--- src/rtl/transceiver_pkg.sv ---
// Shared serial-link definitions: TX state encoding, line levels and the odd-parity helper
// used by the transmitter, receiver and parity decoder.
package transceiver_pkg;

  typedef enum logic [2:0] {
    StIdle,
    StStart,
    StData,
    StParity,
    StStop
  } tx_state_e;

  localparam logic IDLE_LEVEL  = 1'b1;
  localparam logic START_LEVEL = 1'b0;

  // Callers zero-extend narrower words; the extra zeros do not change the parity.
  function automatic logic odd_parity(input logic [63:0] data);
    return ~^data;
  endfunction

endpackage

--- src/rtl/transmitter_bit_timer.sv ---
// Bit timer: counts 0..CLKS_PER_BIT-1 and wraps. tick marks the terminal count;
// clear forces the count back to 0.
module transmitter_bit_timer #(
  parameter int unsigned CLKS_PER_BIT = 1
) (
  input  logic clk,
  input  logic arst,
  input  logic clear,
  output logic tick
);

  localparam int unsigned CntW = (CLKS_PER_BIT > 1) ? $clog2(CLKS_PER_BIT) : 1;
  localparam logic [CntW-1:0] TermCnt = CntW'(CLKS_PER_BIT - 1);

  logic [CntW-1:0] cnt_q, cnt_d;

  assign tick = (cnt_q == TermCnt);

  always_comb begin
    cnt_d = cnt_q + CntW'(1);
    if (clear || tick) begin
      cnt_d = '0;
    end
  end

  always_ff @(posedge clk or posedge arst) begin
    if (arst) begin
      cnt_q <= '0;
    end else begin
      cnt_q <= cnt_d;
    end
  end

endmodule

--- src/rtl/transmitter.sv ---
// Serial frame transmitter: start bit, DATA_WIDTH data bits LSB-first, odd parity, stop bit(s).
// Define TX_TWO_STOP_EN to send two stop bits instead of one.
module transmitter
  import transceiver_pkg::*;
#(
  parameter int unsigned DATA_WIDTH   = 8,
  parameter int unsigned CLKS_PER_BIT = 1
) (
  input  logic                  clk,
  input  logic                  arst,
  input  logic [DATA_WIDTH-1:0] in_byte,
  input  logic                  valid,
  output logic                  ready,
  output logic                  out,
  output logic                  busy,
  output logic                  done
);

  localparam int unsigned IdxW = (DATA_WIDTH > 1) ? $clog2(DATA_WIDTH) : 1;
  localparam logic [IdxW-1:0] LastIdx = IdxW'(DATA_WIDTH - 1);

  tx_state_e             state_q;
  logic [DATA_WIDTH-1:0] shift_q;
  logic [IdxW-1:0]       idx_q;
  logic                  parity_q;
  logic                  out_q;
  logic                  ready_q;
  logic                  busy_q;
  logic                  tick;
  logic                  timer_clear;
  logic                  stop_last;

  // Holding the timer clear while idle means every state entry starts from count 0.
  assign timer_clear = (state_q == StIdle);

  transmitter_bit_timer #(
    .CLKS_PER_BIT(CLKS_PER_BIT)
  ) u_bit_timer (
    .clk  (clk),
    .arst (arst),
    .clear(timer_clear),
    .tick (tick)
  );

`ifdef TX_TWO_STOP_EN
  logic stop2_q;
  assign stop_last = stop2_q;
`else
  assign stop_last = 1'b1;
`endif

  always_ff @(posedge clk or posedge arst) begin
    if (arst) begin
      state_q  <= StIdle;
      shift_q  <= '0;
      idx_q    <= '0;
      parity_q <= 1'b0;
      out_q    <= IDLE_LEVEL;
      ready_q  <= 1'b1;
      busy_q   <= 1'b0;
`ifdef TX_TWO_STOP_EN
      stop2_q  <= 1'b0;
`endif
    end else begin
      unique case (state_q)
        StIdle: begin
          if (valid) begin
            shift_q  <= in_byte;
            parity_q <= odd_parity(64'(in_byte));
            out_q    <= START_LEVEL;
            ready_q  <= 1'b0;
            busy_q   <= 1'b1;
            state_q  <= StStart;
          end
        end
        StStart: begin
          if (tick) begin
            idx_q   <= '0;
            out_q   <= shift_q[0];
            state_q <= StData;
          end
        end
        StData: begin
          if (tick) begin
            if (idx_q == LastIdx) begin
              out_q   <= parity_q;
              state_q <= StParity;
            end else begin
              shift_q <= shift_q >> 1;
              idx_q   <= idx_q + IdxW'(1);
              out_q   <= shift_q[1];
            end
          end
        end
        StParity: begin
          if (tick) begin
            out_q   <= IDLE_LEVEL;
            state_q <= StStop;
          end
        end
        StStop: begin
          if (tick && stop_last) begin
            ready_q <= 1'b1;
            busy_q  <= 1'b0;
            state_q <= StIdle;
          end
`ifdef TX_TWO_STOP_EN
          // Toggles 0->1 after the first stop bit and back to 0 as the frame ends.
          if (tick) begin
            stop2_q <= ~stop2_q;
          end
`endif
        end
        default: state_q <= StIdle;
      endcase
    end
  end

  assign out   = out_q;
  assign ready = ready_q;
  assign busy  = busy_q;
  assign done  = (state_q == StStop) && tick && stop_last;

endmodule

--- config.mk ---
export PLATFORM = sky130hd
export DESIGN_NAME = transmitter
export DESIGN_NICKNAME = d
export VERILOG_FILES = /design/src/rtl/transceiver_pkg.sv /design/src/rtl/transmitter_bit_timer.sv /design/src/rtl/transmitter.sv
export SDC_FILE = /design/constraint.sdc
export NUM_CORES = 1
export LEC_CHECK = 0
export ABC_AREA = 1
export BUFFER_PORTS_ARGS = -buffer_cell sky130_fd_sc_hd__buf_2
export CAP_MARGIN = 20
export CORE_ASPECT_RATIO = 0.9
export CORE_UTILIZATION = 45
export DETAILED_ROUTE_END_ITERATION = 8
export PLACE_DENSITY = 0.64
export SLEW_MARGIN = 25
export SYNTH_ARGS = -nofsm -noshare
export SYNTH_HDL_FRONTEND = slang
export SYNTH_HIERARCHICAL = 1
export SYNTH_SLANG_ARGS = --single-unit
--- constraint.sdc ---
create_clock -name clk -period 2.2 [get_ports clk]
set_input_delay 0.44 -clock clk [delete_from_list [all_inputs] [get_ports clk]]
set_output_delay 0.44 -clock clk [all_outputs]
set_load 0.01 [all_outputs]
==> metrics.txt <==
result of the run=finished clean; fraction of layout cells with a size suffix above 1=15.7%; largest stage delay on the critical path=0.47 ns; number of storage elements in the synthesis netlist=19; most frequent cells in the layout=sky130_fd_sc_hd__nand2_1 (91), sky130_fd_sc_hd__inv_1 (21), sky130_fd_sc_hd__dfrtp_1 (17); cell area after placement=0.00125 mm2; vias in the first global route=891; post-route ant nets=0; number of failing setup endpoints in the final timing report=0; Starting Density=47.2%; clock slew at reported path FFs=0.11 ns; Hold Violations, Final=0; final total negative setup slack=0 ns; kind of end point of the critical path=primary output; number of cells on the worst hold path=3; instance count on the critical path=4; period utilisation layout=80.0%; hold crit path type=in -> reg; CP Cell Sequence=inv_2, nand3_1, nor2_1, buf_2; number of maximum-capacitance constraint violations=0; cell count after placement=214; number of buffers inserted by post-CTS setup repair=0; Fin Clk Skew=0.00791 ns; overall routing resource usage=18.1%; PnR worst setup slack=0.441 ns; clock sink count=19; gate family responsible for the most delay along the worst path=flip-flops; routed wire length on met2=942 um; First-pass DRT Iterations=4; global-route wire length before repair=3890 um; Clk Latency, worst-skew pair=0.30 ns; number of vias after detailed routing=1019; worst path bufs/invs=2; post-synthesis sequential area ratio=41.4%; input/output buffers=14; Reg-to-Reg End=idx_q[0]; site row count=17; kind of start point of the critical path=flop; Data required, critical path=1.76 ns; Vias/cell=4.65; transition time of the tightest slew-check pin=0.707 ns; Critical path destination=done; critical-path maximum fanout=6; origin of the critical flop-to-flop path=idx_q[0]; post-layout min period=1.76 ns; hold_ws=0.431 ns; total DRC errors in the routed layout=0; weighted congestion reported at the end of routability-driven placement=0.814; final net count=205; number of cell instances on the worst register-to-register path=8; antenna diode instance count=0; Root Driver=sky130_fd_sc_hd__clkbuf_4; die span in y=50.0 um; cell area after layout=0.00129 mm2; number of cells produced by synthesis=173; antenna violations before repair=0; DRT met1 WL=1140 um; Core Box Area=0.00245 mm2; largest net degree at the start of global routing=20; CTS H-tree lvls=1; Netlist cell types=20; peak supply drop=0.502 mV; net count of the mapped netlist=186; routed length per instance=9.84 um; GR Overflow Total=0; initial detailed-routing violation count=24; leading cell type in the layout, fill and taps excluded=sky130_fd_sc_hd__nand2_1; P&R area growth vs syn=11.6%; Filler cells=239; Synth Cell Area=0.00115 mm2; DIE WIDTH=55.4 um; arrival time at the worst endpoint=1.32 ns; die area=0.00277 mm2; maximum operating frequency=568 MHz; pwr dens=1120 mW/mm2; worst setup path startpoint=state_q[1]; CTS buffer count=3; unrepaired setup endpoints after global routing=false; slowest stage cell on the critical path=sky130_fd_sc_hd__dfrtp_1; Placement Setup Slack=0.778 ns; CTS tree=done; leakage power total=0.000767 uW; hpwl dp=1720 um; Max Root-Sink Buffers=2; headroom to the max-slew limit=52.8%; final-report max-slew violation count=0; class of the most critical setup path=reg -> out; Finished Layout Cells=219; Total Routed Length=2160 um; number of warnings issued by yosys=6; ports placed on the boundary=15; DR WL met3=46 um; post-synthesis average cell area=6.67 um2; reg2reg setup slack=0.77 ns; Top Layer Used=met4
## final cells by class
| class | instances | area (um2) | share of cell area, % |
|---|---|---|---|
| multi-input combinational | 128 | 572 | 44.4 |
| sequential | 19 | 478 | 37.1 |
| inverter | 25 | 96.3 | 7.48 |
| timing repair buffer | 15 | 80.1 | 6.22 |
| tap | 28 | 35.0 | 2.72 |
| clock buffer | 4 | 26.3 | 2.04 |
## state kept, by name, indices dropped and copies added (netlist names)
name and count:
shift_q 8, state_q 3, busy 1, u_bit_timer/cnt_q 1, parity_q 1, idx_q 3, out 1, ready 1
## tightest hold or removal path: stages
cell	delay, ns
sky130_fd_sc_hd__buf_2	0.12
sky130_fd_sc_hd__inv_1	0.06
sky130_fd_sc_hd__o21ai_0	0.08
## kinds of logic (layout without fill, tap and decap cells)
kind of cell	Yosys count	count (layout)	synth area share, %
AOI/OAI and AO/OA	15	15	6.51
xor gates and xnor gates	1	1	0.759
adders and majority gates	2	2	2.17
buffers and inverters	26	44	9.00
DFF	19	19	41.4
other	1	1	0.325
and+or+nand+nor	109	109	39.8
## synthesized netlist by cell type (all sizes together)
cell type,count,area share [%]
nand2,96,33
xnor2,1,0.76
dfrtp,17,37
nand3,3,1.3
nor2,8,4.2
or2,1,0.54
o21ai,15,6.5
dfstp,2,4.6
nand4,1,0.54
ha,2,2.2
inv,25,8.4
conb,1,0.33
buf,1,0.65
## metal layers
| layer | track usage, % | vias to the layer above |
|---|---|---|
| met3 | 4.72 | 2 |
| met1 | 24.7 | 451 |
| met2 | 27.9 | 16 |
| met4 | 6.25 | 0 |
| met5 | 0 | - |
| li1 | - | 550 |
## power by group
| part | switching, uW | internal (uW) | leakage, uW |
|---|---|---|---|
| Combinational | 447 | 230 | 0.000519 |
| Sequential | 89.9 | 497 | 0.000233 |
| Clock | 106 | 70.5 | 0.0000150 |
## worst min-delay path by stage
| stage | end | start | slack [ns] |
|---|---|---|---|
| 2_1_floorplan | u_bit_timer/cnt_q | arst | 0.17 |
| 3_3_place_gp | u_bit_timer/cnt_q | arst | 0.28 |
| 3_5_place_dp | u_bit_timer/cnt_q | arst | 0.28 |
| 4_1_cts | shift_q[7] | in_byte[7] | 0.43 |
| 5_1_grt | shift_q[7] | in_byte[7] | 0.41 |
| 6_report | shift_q[7] | in_byte[7] | 0.43 |
## per-stage QoR
step	power [uW]	utilization [%]
3_3_place_gp	1260	51.2
2_1_floorplan	1120	-
5_1_grt	1590	52.6
6_report	1440	52.6
4_1_cts	1450	52.6
3_5_place_dp	1270	51.2
## what timing repair did
action,CTS,global route
hold endpoints to repair,1,0
setup endpoints to repair,0,0
resized for setup,0,0
hold buffers,1,0
(Power assumes the default switching activity.)
